## src/rtl/slink_apb_app_completer.sv

```systemverilog
// APB completer with a small CSR file, programmable wait states and a level interrupt.
// Optional feature: define SLINK_APB_COMPLETER_PSLVERR_EN to flag address misses with pslverr.
module slink_apb_app_completer #(
    parameter int unsigned APB_ADDR_WIDTH    = 32,
    parameter logic [31:0] ID_VALUE          = 32'h534C_0001,
    parameter int unsigned DEFAULT_WAIT      = 0,
    // Reset value of ACCESS_COUNT; nonzero only to reach the wrap point quickly
    parameter logic [15:0] ACCESS_COUNT_INIT = 16'h0000
) (
    input  logic                      apb_clk,
    input  logic                      apb_reset,
    input  logic [APB_ADDR_WIDTH-1:0] apb_paddr,
    input  logic                      apb_pwrite,
    input  logic                      apb_psel,
    input  logic                      apb_penable,
    input  logic [31:0]               apb_pwdata,
    output logic [31:0]               apb_prdata,
    output logic                      apb_pready,
    output logic                      apb_pslverr,
    input  logic [3:0]                irq_event,
    output logic                      interrupt
);

    typedef enum logic {StIdle, StAccess} state_e;

    localparam logic [3:0] DefWait = 4'(DEFAULT_WAIT);

    state_e      state_q;
    logic [3:0]  wait_cnt_q;
    logic [31:0] scratch_q;
    logic [3:0]  wait_cfg_q;
    logic [3:0]  int_status_q, int_status_d;
    logic [3:0]  int_en_q;
    logic [15:0] access_count_q;
    logic        interrupt_q;

    logic [4:0] addr_lo;
    logic [2:0] reg_idx;
    logic       upper_zero;
    logic       hit;
    logic       xfer_done;
    logic       wr_hit;
    logic       rd_hit;

    assign addr_lo    = apb_paddr[4:0];
    assign reg_idx    = addr_lo[4:2];
    assign upper_zero = ((apb_paddr >> 5) == '0);
    assign hit        = upper_zero && (addr_lo[1:0] == 2'b00) && (addr_lo <= 5'h18);

    // The completing cycle is the only cycle with any register side effect
    assign xfer_done = (state_q == StAccess) && apb_psel && apb_penable && (wait_cnt_q == 4'd0);
    assign wr_hit    = xfer_done && apb_pwrite && hit;
    assign rd_hit    = xfer_done && !apb_pwrite && hit;

    assign apb_pready = xfer_done;
    assign interrupt  = interrupt_q;

`ifdef SLINK_APB_COMPLETER_PSLVERR_EN
    assign apb_pslverr = xfer_done && !hit;
`else
    assign apb_pslverr = 1'b0;
`endif

    always_comb begin
        apb_prdata = 32'h0;
        if (rd_hit) begin
            case (reg_idx)
                3'd0:    apb_prdata = ID_VALUE;
                3'd1:    apb_prdata = scratch_q;
                3'd2:    apb_prdata = {28'h0, wait_cfg_q};
                3'd3:    apb_prdata = {28'h0, int_status_q};
                3'd4:    apb_prdata = {28'h0, int_en_q};
                3'd6:    apb_prdata = {16'h0, access_count_q};
                default: apb_prdata = 32'h0;
            endcase
        end
    end

    // Set (event or INT_SET) takes priority over a W1C clear in the same cycle
    always_comb begin
        logic [3:0] set_v;
        logic [3:0] clr_v;
        set_v = irq_event;
        clr_v = 4'h0;
        if (wr_hit && (reg_idx == 3'd5)) set_v = set_v | apb_pwdata[3:0];
        if (wr_hit && (reg_idx == 3'd3)) clr_v = apb_pwdata[3:0];
        int_status_d = set_v | (int_status_q & ~clr_v);
    end

    always_ff @(posedge apb_clk or negedge apb_reset) begin
        if (!apb_reset) begin
            state_q    <= StIdle;
            wait_cnt_q <= 4'd0;
        end else begin
            unique case (state_q)
                StIdle: begin
                    if (apb_psel && !apb_penable) begin
                        state_q    <= StAccess;
                        wait_cnt_q <= wait_cfg_q;
                    end
                end
                StAccess: begin
                    if (!apb_psel) begin
                        state_q    <= StIdle;
                        wait_cnt_q <= 4'd0;
                    end else if (apb_penable) begin
                        if (wait_cnt_q == 4'd0) begin
                            state_q <= StIdle;
                        end else begin
                            wait_cnt_q <= wait_cnt_q - 4'd1;
                        end
                    end
                end
                default: begin
                    state_q    <= StIdle;
                    wait_cnt_q <= 4'd0;
                end
            endcase
        end
    end

    always_ff @(posedge apb_clk or negedge apb_reset) begin
        if (!apb_reset) begin
            scratch_q      <= 32'h0;
            wait_cfg_q     <= DefWait;
            int_status_q   <= 4'h0;
            int_en_q       <= 4'h0;
            access_count_q <= ACCESS_COUNT_INIT;
            interrupt_q    <= 1'b0;
        end else begin
            if (wr_hit) begin
                case (reg_idx)
                    3'd1:    scratch_q  <= apb_pwdata;
                    3'd2:    wait_cfg_q <= apb_pwdata[3:0];
                    3'd4:    int_en_q   <= apb_pwdata[3:0];
                    default: ;
                endcase
            end
            if (xfer_done) access_count_q <= access_count_q + 16'd1;
            int_status_q <= int_status_d;
            interrupt_q  <= |(int_status_q & int_en_q);
        end
    end

endmodule

```

## config.mk

```make
export PLATFORM = sky130hd
export DESIGN_NAME = slink_apb_app_completer
export DESIGN_NICKNAME = d
export VERILOG_FILES = /design/src/rtl/slink_apb_app_completer.sv
export SDC_FILE = /design/constraint.sdc
export NUM_CORES = 1
export LEC_CHECK = 0
export CORE_ASPECT_RATIO = 0.75
export CORE_MARGIN = 4
export CORE_UTILIZATION = 30
export CTS_BUF_LIST = sky130_fd_sc_hd__clkbuf_4 sky130_fd_sc_hd__clkbuf_8 sky130_fd_sc_hd__clkbuf_16
export CTS_CLUSTER_DIAMETER = 150
export DETAILED_ROUTE_END_ITERATION = 10
export SLEW_MARGIN = 40
export SYNTH_ARGS = -nofsm -noshare
export SYNTH_HDL_FRONTEND = slang
export SYNTH_SLANG_ARGS = --single-unit
```

## constraint.sdc

```tcl
create_clock -name apb_clk -period 2.78 [get_ports apb_clk]
set_input_delay 0.278 -clock apb_clk [delete_from_list [all_inputs] [get_ports apb_clk]]
set_output_delay 0.278 -clock apb_clk [all_outputs]
set_load 0.01 [all_outputs]
```

Word level (Yosys, flattened, before mapping)
Index checks and enable logic that the tools add are counted.
{"block": "totals", "regBits": 66, "in_bits": 73, "out_inout_bits": 35}
{"block": "classes", "n_addsub": 2, "magnitude_cmp": 1, "n_eq_ne": 9, "mux": 14, "n_bitwise": 6, "reduce_logical": 23}
{"op": "32-bit case mux with 6 select lines", "n": 1}
{"op": "32-bit logical NOT", "n": 1}
{"op": "32-bit 2-to-1 mux", "n": 1}
{"op": "4-bit 2-to-1 mux", "n": 6}
{"op": "16-bit by 1-bit adder with 16-bit output, second input constant", "n": 1}
{"op": "1-bit logical AND", "n": 12}
{"op": "3-bit == test, second input constant", "n": 3}
{"op": "4-bit AND", "n": 2}
{"op": "4-bit bitwise OR", "n": 2}
{"op": "4-bit case mux with 2 select lines", "n": 1}
{"op": "3-bit by 2-bit == test with 1-bit output, second input constant", "n": 2}
{"op": "3-bit inequality test, second input constant", "n": 2}
{"op": "2-bit AND reduction", "n": 3}
{"op": "5-bit less-or-equal comparator, second input constant", "n": 1}
{"op": "4-bit logical NOT", "n": 1}
{"op": "1-bit 2-to-1 mux", "n": 4}
{"op": "4-bit inverter", "n": 1}
{"op": "4-bit OR reduction", "n": 1}
{"op": "4-bit by 1-bit subtractor with 4-bit output, second input constant", "n": 1}
{"op": "3-bit by 1-bit == test with 1-bit output, second input constant", "n": 1}
{"op": "3-bit logical NOT", "n": 1}
{"op": "3-bit AND reduction", "n": 1}
{"op": "1-bit logical NOT", "n": 2}
{"op": "2-bit logical NOT", "n": 1}
{"op": "other kinds (3)", "n": 3}

Depth between registers and ports, before layout
Gate-level depths: netlist of run 1.
{"block": "logic_depth", "ltp_word": 10, "ltp_mapped": 8, "depth_no_buf": 7}

Worst setup path before layout of run 1
No wires, ideal clock.
{"block": "synth_timing", "path_kind": "flip-flop to output port", "from": "register wait_cnt_q[0]", "to": "output port apb_prdata[16]", "arrival_ns": 1.864, "required_time_ns": 2.502, "setup_slack_ns": 0.638, "path_stages_with_launch": 9, "path_buffers": 1, "path_cell_list": "dfrtp_1 -> inv_1 -> ha_1 -> and4bb_2 -> nand2_1 -> inv_1 -> buf_1 -> nand4b_1 -> nor3_1"}
{"block": "synth_via", "elab_chain_cells": 5}
{"item": "from (decl)", "line_no": "29", "source": "logic [3:0] wait_cnt_q;"}
{"item": "from (signal assigned)", "line_no": "99", "source": "wait_cnt_q <= wait_cfg_q;"}
{"item": "from (signal assigned)", "line_no": "110", "source": "wait_cnt_q <= wait_cnt_q - 4'd1;"}
{"item": "4-bit logical NOT", "line_no": "51", "source": "assign xfer_done = (state_q == StAccess) && apb_psel && apb_penable && (wait_cnt_q == 4'd0);"}
{"item": "1-bit logical AND", "line_no": "51"}
{"item": "via apb_pready", "line_no": "18", "source": "output logic apb_pready,"}
{"item": "1-bit logical AND (2 in a row)", "line_no": "53", "source": "assign rd_hit = xfer_done && !apb_pwrite && hit;"}
{"item": "32-bit 2-to-1 mux", "line_no": "66", "source": "if (rd_hit) begin"}
{"item": "to (decl)", "line_no": "17", "source": "output logic [31:0] apb_prdata,"}
The timed path passes the listed nets, and every way through them passes these cells.

Worst setup path in the final report of run 1
{"block": "layout_timing", "from": "register wait_cnt_q[0]", "to": "output port apb_prdata[17]"}
{"block": "layout_via", "elab_chain_cells": 5}
{"item": "4-bit logical NOT", "line_no": "51"}
{"item": "1-bit logical AND", "line_no": "51"}
{"item": "1-bit logical AND (2 in a row)", "line_no": "53"}
{"item": "32-bit 2-to-1 mux", "line_no": "66"}
No other way between the ends.

==> results of run 1 <==
## registers in the layout, summed over array words and instances (netlist names)
signal and flops:
interrupt 1, access_count_q 16, scratch_q 32, int_status_q 4, state_q 1, wait_cfg_q 4
wait_cnt_q 4, int_en_q 4
## report_power, final
group,switching [W],internal [W],leakage (nW)
Combinational,0.000169,0.000208,1.59
Sequential,0.0000336,0.000991,0.885
Clock,0.000400,0.000812,0.163
Total,0.000602,0.00201,2.64
## final cells by class
cell class | count | area [um2]
fill | 1170 | 6720
multi-input combinational | 247 | 2090
sequential | 66 | 1650
timing repair buffer | 148 | 1410
clock buffer | 15 | 295
tap | 166 | 208
inverter | 20 | 77.6
clock inverter | 1 | 30.0
## stage by stage
stage               power, W  area (um2)  hold slack, ns  std cells  setup slack [ns]
floorplan            0.00118        3900         -0.0176        352             0.638
global placement     0.00140        5380           0.328        646           -0.0788
detailed placement   0.00140        5380           0.328        646           -0.0905
CTS                  0.00262        5710           0.497        663            0.0117
global route         0.00272        5760           0.513        663          -0.00570
finish               0.00261        5760           0.492        663             0.148
## placed cells by master (no fill, tap or decap), types with 8 or more instances in the layout
cell	instances
nand3_1	9
dlymetal6s2s_1	8
clkbuf_16	9
nor3_1	15
nand4b_1	9
clkdlybuf4s50_1	74
inv_1	19
mux2_2	12
a22oi_1	16
buf_4	37
xor2_1	8
a21oi_1	18
dlygate4sd2_1	17
mux2_4	30
dfrtp_1	66
nand2_1	19
nor2_1	23
## worst max-delay path, stage by stage, from the launching register on
cell and delay, ns:
dfrtp_1 0.38, inv_1 0.11, ha_4 0.19, and4bb_2 0.26, nand2_1 0.12, inv_4 0.13
nand4b_1 0.11, nor3_1 0.15, clkdlybuf4s50_1 0.56
## cells in the mapped netlist, types with 6 or more instances
library cell and count:
nand4_1 7, xor2_1 8, mux2_2 12, inv_1 20
nor2_1 23, nor3_1 16, nand4b_1 9, mux2_4 30
a22oi_1 16, clkbuf_1 7, mux2i_1 7, nor4_1 6
nand3_1 9, nand2_1 20, a21oi_1 18, xnor2_1 7
dfrtp_1 66, nor4_4 7
## what timing repair did
| action | in CTS | in global routing |
|---|---|---|
| hold buffers | 1 | 0 |
| hold endpoints to repair | 66 | 0 |
| gates resized for setup | 30 | 18 |
| endpoints found under the setup margin | 32 | 32 |
| pin swaps | 1 | 2 |
## cell families (layout without fill, tap and decap cells)
logic type                 Yosys count  in the layout  synth area share, %
AOI/OAI and AO/OA                   51             51                 8.74
xor gates and xnor gates            15             15                 3.37
adders and majority gates            2              2                0.642
buffers and inverters               39            184                 5.11
DFF                                 66             66                 42.4
muxes                               49             49                 16.8
other                                1              1               0.0962
and+or+nand+nor                    129            129                 22.8
## layer usage
metal / GRT usage (%) / vias up / part of all wire, %
met4: 3.53 / 0 / 1.1
li1: - / 1579 / -
met3: 4.06 / 10 / 5.5
met2: 22.8 / 88 / 44
met5: 0 / - / 0
met1: 21.8 / 1579 / 49
## worst max path at each step
stage	end	slack (ns)	cells past startpoint
after floorplan	apb_prdata[16]	0.64	8
after global placement	apb_prdata[18]	-0.08	8
after detailed placement	apb_prdata[18]	-0.09	8
after CTS	apb_prdata[31]	0.01	8
after global routing	apb_prdata[2]	-0.006	9
final	apb_prdata[17]	0.15	8
==> results.sh, run 1 <==
export IMPL_outcome="complete, no violations"
export IMPL_cp_required_ns=2.50
export IMPL_antenna_left=0
export IMPL_antenna_found_initial=0
export IMPL_io_buffers=106
export IMPL_drtPass1Iterations=4
export IMPL_start_kind="flip-flop"
export IMPL_die_x_um=140
export IMPL_die_area_um2=14900
export IMPL_synthArstFlopShare_pct=100
export IMPL_grt_pass1_vias=3343
export IMPL_hp_class="reg2reg"
export IMPL_clockRootBuffer="clkbuf_16"
export IMPL_gp_congestion=0.827
export IMPL_cts_buffers_inserted=9
export IMPL_routed_via_count=3256
export IMPL_slew_headroom_pct=63.8
export IMPL_fin_util_pct=46.1
export IMPL_cp_max_fo=10
export IMPL_ctsLongestPathBuffers=2
export IMPL_grt_total_usage_pct=15.1
export IMPL_synth_area_um2=3900
export IMPL_clock_fmax_ghz=0.380
export IMPL_whs_path_depth=1
export IMPL_syn_num_nets=427
export IMPL_yosysSeqAreaShare_pct=42.4
export IMPL_n_antenna_cell=0
export IMPL_finalCritPeriodShare_pct=94.7
export IMPL_syn_inst=352
export IMPL_fin_nets=567
export IMPL_ys_warn_count=0
export IMPL_hpwl_um=8290
export IMPL_fin_skew_ns=0.00352
export IMPL_setup_viol=0
export IMPL_crit_path_start="wait_cnt_q[0]"
export IMPL_cts_clk_slew_worst_paths_ns=0.05
export IMPL_powerDensity_nw_per_um2=454
export IMPL_initial_core_util_pct=31.2
export IMPL_die_h_um=107
export IMPL_worst_hold_path_endpoint="access_count_q[15]"
export IMPL_synth_enable_flop_cells=0
export IMPL_fin_setup_tns_ns=0
export IMPL_r2r_slack_ns=0.45
export IMPL_io_pin_count=108
export IMPL_worstMarginPinSlew_ns=0.538
export IMPL_ys_ff_latch=66
export IMPL_hold_viol=0
export IMPL_grt_first_pass_wirelength_um=18000
export IMPL_max_cap_violations=0
export IMPL_insertion_delay_ns=0.33
export IMPL_power_leakage_nw=2.64
export IMPL_dominantRegCellSynth="dfrtp_1"
export IMPL_rr_worst_depth=8
export IMPL_synthTopCellsByArea="dfrtp_1, mux2_4, nor4_4"
export IMPL_core_area_um2=12500
export IMPL_overflow=0
export IMPL_synth_cell_types=51
export IMPL_cp_data_arrival_time_ns=2.35
export IMPL_timing_rr_end="scratch_q[18]"
export IMPL_min_from="access_count_q[15]"
export IMPL_wirelength_um=11200
export IMPL_cts_htree_levels=3
export IMPL_maxSlewViolCount=0
export IMPL_crit_path_end_kind="output port"
export IMPL_fp_row_count=35
export IMPL_drtIter0Drc=138
export IMPL_postCtsSetupBuffers=0
export IMPL_vdd_drop_max_mv=0.338
export IMPL_grt_max_degree=67
export IMPL_cts_sinks=66
export IMPL_drc=0
export IMPL_cts_tree="built"
export IMPL_area_growth_pct=47.8
export IMPL_synth_top_area_share_pct=42.4
export IMPL_timing_rr_start="wait_cnt_q[0]"
export IMPL_routed_via_density=4.91
export IMPL_drive_gt1_share_pct=24.5
export IMPL_crit_type="reg2out"
export IMPL_avgSynthCellArea_um2=11.1
export IMPL_yosysTopAreaCell="dfrtp_1"
export IMPL_period_minus_slack_ns=2.63
export IMPL_wire_per_inst_um=16.9
(Power assumes the default switching activity.)
==> run 2, diff against run 1 <==
Settings changed: ABC_AREA set to 1.
==> results.sh, run 2 <==
export IMPL_powerDensity_nw_per_um2=504
export IMPL_layout_commonest_cell="nand2_1"
export IMPL_hp_class="in2async"
export IMPL_worst_path_max_delay_cell="clkdlybuf4s50_1"
export IMPL_hpwl_um=7550
export IMPL_crit_path_end="apb_prdata[26]"
export IMPL_area_growth_pct=50.7
export IMPL_cp_required_ns=2.50
export IMPL_slew_headroom_pct=67.0
export IMPL_die_x_um=132
export IMPL_rr_worst_depth=11
export IMPL_cp_max_fo=9
export IMPL_synth_cell_types=33
export IMPL_die_area_um2=13300
export IMPL_clock_fmax_ghz=0.373
export IMPL_crit_path_end_kind="output port"
export IMPL_ys_warn_count=0
export IMPL_stdcell_count=700
export IMPL_routed_via_count=3385
export IMPL_timing_rr_start="wait_cnt_q[0]"
export IMPL_clockRootBuffer="clkbuf_16"
export IMPL_start_kind="flip-flop"
export IMPL_worstPathCellList="inv_1, ha_2, nand2_1, nor2_4, nand3_4, inv_4, nand3_4, nor3_1, clkdlybuf4s50_1"
export IMPL_placed_area_um2=4720
export IMPL_largest_reg_flops=32
export IMPL_ys_ff_latch=66
export IMPL_max_stage_delay_ns=0.56
export IMPL_r2r_slack_ns=0.40
export IMPL_gp_congestion=0.859
export IMPL_grt_total_usage_pct=15.2
export IMPL_outcome="complete, no violations"
export IMPL_drc=0
export IMPL_crit_top_cell="nand3_4"
export IMPL_core_area_um2=11100
export IMPL_comb_power_share_pct=13.9
export IMPL_holdWs_ns=0.445
export IMPL_switchingPower_w=0.000672
export IMPL_fillerInstances=1048
export IMPL_p_sw_share_pct=25.5
export IMPL_cts_tree="built"
export IMPL_grt_first_pass_wirelength_um=16200
export IMPL_fp_row_count=33
export IMPL_timing_rr_end="scratch_q[26]"
export IMPL_max_cap_violations=0
export IMPL_io_pin_count=108
export IMPL_syn_inst=439
export IMPL_rsz0062_at_grt="false"
export IMPL_crit_type="reg2out"
export IMPL_antenna_found_initial=0
export IMPL_dominantRegCellSynth="dfrtp_1"
export IMPL_fin_nets=630
export IMPL_antenna_left=0
export IMPL_cp_data_arrival_time_ns=2.40
export IMPL_vdd_drop_max_mv=0.287
export IMPL_yosysMostFrequentCell="nand2_1"
export IMPL_synth_commonest_cells="nand2_1, dfrtp_1, inv_1, o21ai_0, nor2_1"
export IMPL_cts_sinks=66
export IMPL_placedCellCount=681
export IMPL_cts_htree_levels=3
export IMPL_routed_via_density=4.84
export IMPL_overflow=0
export IMPL_yosysSeqAreaShare_pct=47.7
export IMPL_hold_viol=0
export IMPL_period_minus_slack_ns=2.68
export IMPL_grt_max_degree=43
export IMPL_power_leakage_nw=2.90
export IMPL_worstMarginPinSlew_ns=0.491
export IMPL_top_register="scratch_q"
export IMPL_layout_common_cells="nand2_1, clkdlybuf4s50_1, dfrtp_1"
export IMPL_n_antenna_cell=0
export IMPL_drtPass1Iterations=4
export IMPL_wirelength_um=10300
export IMPL_synthArstFlopShare_pct=100
export IMPL_cts_clk_slew_worst_paths_ns=0.06
export IMPL_avgSynthCellArea_um2=7.89
export IMPL_maxSlewViolCount=0
export IMPL_synth_top_area_share_pct=47.7
export IMPL_yosysTopAreaCell="dfrtp_1"
export IMPL_insertion_delay_ns=0.33
export IMPL_finalCritPeriodShare_pct=96.3
export IMPL_fin_setup_tns_ns=0
export IMPL_io_buffers=106
export IMPL_die_h_um=101
export IMPL_reg_largest_list="scratch_q x32, access_count_q x16"
export IMPL_wire_per_inst_um=14.7
export IMPL_grt_pass1_vias=3333
export IMPL_power_frac_seq_pct=40.0
export IMPL_synth_enable_flop_cells=0
export IMPL_fin_skew_ns=0.00701
export IMPL_ctsLongestPathBuffers=2
export IMPL_initial_core_util_pct=31.2
export IMPL_setup_viol=0
export IMPL_cts_buffers_inserted=9
export IMPL_p_total_w=0.00263
export IMPL_drive_gt1_share_pct=9.64
export IMPL_syn_num_nets=514
export IMPL_p_clk_share_pct=46.2
export IMPL_synth_area_um2=3460
export IMPL_drtIter0Drc=190
export IMPL_synthTopCellsByArea="dfrtp_1, nand2_1, o21ai_0"
export IMPL_crit_path_start="wait_cnt_q[0]"
export IMPL_final_area_um2=5220
export IMPL_p_int_w=0.00196
## run 2: cell count changes after synthesis, moves of 7 or more
| cell | delta |
|---|---|
| a21oi_1 | -9 |
| inv_1 | +41 |
| mux2_2 | -12 |
| mux2_4 | -30 |
| mux2i_1 | -7 |
| nand2_1 | +76 |
| nand4b_1 | -9 |
| nor2_1 | +19 |
| nor4_4 | -7 |
| o21ai_0 | +43 |
| o22ai_1 | +8 |
## run 2: repair_timing
action / 4_1_cts / 5_1_grt
buffers inserted: 1 / 0
endpoints found under the hold margin: 0 / 31
resized for setup: 7 / 43
hold buffers: 0 / 1
pin swaps: 1 / 0
setup endpoints to repair: 32 / 25
cloned: 0 / 1
## run 2: worst min-delay path by stage
| stage | start | endpoint | slack [ns] | cells after the start |
|---|---|---|---|---|
| 3_3_place_gp | apb_reset | wait_cnt_q[1] | 0.41 | 1 |
| 5_1_grt | apb_reset | wait_cnt_q[1] | 0.51 | 2 |
| 4_1_cts | apb_reset | wait_cnt_q[1] | 0.06 | 1 |
| 6_report | apb_reset | wait_cnt_q[1] | 0.45 | 2 |
| 3_5_place_dp | apb_reset | wait_cnt_q[1] | 0.41 | 1 |
| 2_1_floorplan | apb_reset | access_count_q[0] | -0.02 | 0 |
## run 2: stage by stage
| step | setup slack [ns] | util (%) |
|---|---|---|
| after CTS | -0.0151 | 45.6 |
| after global placement | 0.0707 | 42.5 |
| after floorplan | 0.763 | - |
| final | 0.102 | 47.0 |
| after detailed placement | 0.0493 | 42.5 |
| after global routing | 0.000884 | 47.0 |
## run 2: logic make-up (layout without fill, tap and decap cells)
| logic type | after synthesis | count (layout) | synth area share [%] |
|---|---|---|---|
| AO/OA/AOI/OAI | 89 | 89 | 14.8 |
| XOR/XNOR | 13 | 13 | 3.29 |
| adder cells (fa/ha/maj) | 2 | 2 | 0.722 |
| buffers and inverters | 79 | 200 | 9.21 |
| flip-flops | 66 | 66 | 47.7 |
| other | 1 | 1 | 0.108 |
| AND/OR/NAND/NOR | 189 | 189 | 24.2 |
## run 2: power groups by stage
stage                     registers [W]  clock network (W)  logic, W
after floorplan                 0.00106                  0  0.000170
after global placement          0.00106                  0  0.000348
after detailed placement        0.00107                  0  0.000353
after CTS                       0.00105            0.00124  0.000359
after global routing            0.00106            0.00127  0.000404
final                           0.00105            0.00121  0.000365
## run 2: cell type report
| cell class | instances | area (um2) | share of cell area (%) |
|---|---|---|---|
| Sequential cell | 66 | 1650 | 31.6 |
| Multi-Input combinational cell | 294 | 1580 | 30.2 |
| Timing Repair Buffer | 119 | 1250 | 24.0 |
| Inverter | 65 | 246 | 4.72 |
| Clock buffer | 9 | 225 | 4.31 |
| Tap cell | 140 | 175 | 3.35 |
| Clock inverter | 7 | 93.8 | 1.80 |
## run 2: worst max-delay path, delay by kind of cell (launching register included)
| family | cells | cell delay (ns) |
|---|---|---|
| buf+inv | 3 | 0.80 |
| simple gates | 5 | 0.67 |
| fa+ha+maj | 1 | 0.20 |
| flops | 1 | 0.38 |
## run 2: routing by layer
| metal | vias up | routed length, um | global-route usage, % |
|---|---|---|---|
| li1 | 1663 | - | - |
| met1 | 1580 | 4910 | 20.8 |
| met2 | 133 | 4420 | 23.2 |
| met3 | 9 | 855 | 4.94 |
| met4 | 0 | 93 | 3.87 |
| met5 | - | 0 | 0 |
==> run 3, diff against run 2 <==
Settings changed: ABC_AREA 1 to not set, GPL_TIMING_DRIVEN set to 0.
==> results.sh, run 3 (synthesis results as in run 1) <==
export IMPL_clockRootBuffer="clkbuf_16"
export IMPL_io_buffers=104
export IMPL_cts_tree="built"
export IMPL_powerDensity_nw_per_um2=474
export IMPL_grt_total_usage_pct=15.8
export IMPL_max_cap_violations=0
export IMPL_worst_path_max_delay_cell="dfrtp_1"
export IMPL_overflow=0
export IMPL_cp_data_arrival_time_ns=2.41
export IMPL_die_x_um=140
export IMPL_core_area_um2=12500
export IMPL_cp_max_fo=6
export IMPL_slew_headroom_pct=42.1
export IMPL_drtPass1Iterations=4
export IMPL_r2r_slack_ns=0.40
export IMPL_grt_first_pass_wirelength_um=18800
export IMPL_die_h_um=107
export IMPL_layout_commonest_cell="clkdlybuf4s50_1"
export IMPL_finalCritPeriodShare_pct=96.5
export IMPL_path_delay_family="buffers and inverters"
export IMPL_gp_congestion=0.880
export IMPL_outcome="complete, no violations"
export IMPL_timing_rr_end="scratch_q[3]"
export IMPL_drc=0
export IMPL_start_kind="flip-flop"
export IMPL_drtIter0Drc=217
export IMPL_crit_type="reg2out"
export IMPL_worstPathCellList="inv_1, ha_4, nand4bb_4, a2111oi_4, nand4_1, buf_4, buf_4, nor2_1, dlygate4sd2_1"
export IMPL_cts_clk_slew_worst_paths_ns=0.06
export IMPL_critPathBufInv=4
export IMPL_drive_gt1_share_pct=22.6
export IMPL_grt_max_degree=41
export IMPL_hpwl_um=8530
export IMPL_area_growth_pct=44.0
export IMPL_ctsLongestPathBuffers=2
export IMPL_period_minus_slack_ns=2.68
export IMPL_fin_skew_ns=0.00454
export IMPL_antenna_found_initial=0
export IMPL_clock_fmax_ghz=0.373
export IMPL_placedCellCount=623
export IMPL_hp_class="in2async"
export IMPL_die_area_um2=14900
export IMPL_top_register="scratch_q"
export IMPL_io_pin_count=108
export IMPL_crit_path_end_kind="output port"
export IMPL_max_stage_delay_ns=0.39
export IMPL_cp_required_ns=2.50
export IMPL_cts_htree_levels=3
export IMPL_final_area_um2=5610
export IMPL_routed_via_density=5.03
export IMPL_crit_top_cell="buf_4"
export IMPL_placed_area_um2=5170
export IMPL_timing_rr_start="wait_cnt_q[0]"
export IMPL_rr_worst_depth=7
export IMPL_fin_setup_tns_ns=0
export IMPL_hold_viol=0
export IMPL_power_leakage_nw=2.53
export IMPL_layout_common_cells="clkdlybuf4s50_1, dfrtp_1, mux2_4"
export IMPL_cts_buffers_inserted=9
export IMPL_routed_via_count=3240
export IMPL_wire_per_inst_um=17.8
export IMPL_reg_largest_list="scratch_q x32, access_count_q x16"
export IMPL_fin_nets=548
export IMPL_maxSlewViolCount=0
export IMPL_antenna_left=0
export IMPL_largest_reg_flops=32
export IMPL_rsz0062_at_grt="false"
export IMPL_grt_pass1_vias=3467
export IMPL_insertion_delay_ns=0.33
export IMPL_stdcell_count=644
export IMPL_cts_sinks=66
export IMPL_wirelength_um=11500
export IMPL_vdd_drop_max_mv=0.334
export IMPL_initial_core_util_pct=31.2
export IMPL_worstMarginPinSlew_ns=0.860
export IMPL_n_antenna_cell=0
export IMPL_fp_row_count=35
export IMPL_setup_viol=0
export IMPL_p_total_w=0.00266
[run 3: cell count changes in the layout (fill, tap and decap cells not counted), sizes merged, moves of 20 or more]
cell / delta
dlymetal6s2s: -20
o21ai: -46
nand2: -78
inv: -45
nor2: -25
mux2: +42
[run 3: layout make-up]
type	instances	area (um2)
Fill cell	1149	6870
Multi-Input combinational cell	247	2120
Sequential cell	66	1650
Timing Repair Buffer	112	1090
Clock buffer	12	267
Tap cell	166	208
Buffer	17	135
Inverter	20	75.1
Clock inverter	4	72.6
[run 3: metal layers]
layer / track usage (%) / vias up / part of all wire, % / wire length, um
met1: 22.6 / 1586 / 48 / 5530
met5: 0 / - / 0 / 0
met4: 4.63 / 0 / 1.5 / 167
met2: 23.3 / 108 / 44 / 5060
met3: 4.37 / 13 / 6.1 / 699
li1: - / 1533 / - / -
[run 3: how the worst max path moves through the flow]
stage / depth (start not counted) / end / from
after floorplan: 8 / apb_prdata[16] / wait_cnt_q[0]
after global placement: 1 / scratch_q[22] / apb_reset
after detailed placement: 8 / apb_prdata[6] / apb_paddr[30]
after CTS: 8 / apb_prdata[24] / apb_paddr[21]
after global routing: 9 / apb_prdata[27] / wait_cnt_q[0]
final: 9 / apb_prdata[4] / wait_cnt_q[0]
[run 3: metrics by stage]
| stage | utilization (%) | setup WS [ns] | hold slack, ns |
|---|---|---|---|
| final | 45.0 | 0.0961 | 0.377 |
| after global routing | 45.0 | 0.00109 | 0.391 |
| after CTS | 44.8 | 0.0194 | 0.381 |
| after detailed placement | 41.4 | -0.589 | 0.167 |
| after global placement | 41.2 | -0.922 | 0.454 |
| after floorplan | - | 0.638 | -0.0176 |
[run 3: what timing repair did]
action,4_1_cts,5_1_grt
endpoints found under the hold margin,26,0
setup endpoints to repair,33,19
setup buffers,5,0
gates cloned,1,0
pin swaps,3,0
hold buffers,1,0
resized for setup,46,19
[run 3: report_power, final]
part	internal [W]	switching (W)	total (W)
Clock	0.000857	0.000423	0.00128
Sequential	0.000991	0.0000374	0.00103
Combinational	0.000186	0.000168	0.000354
Total	0.00203	0.000629	0.00266
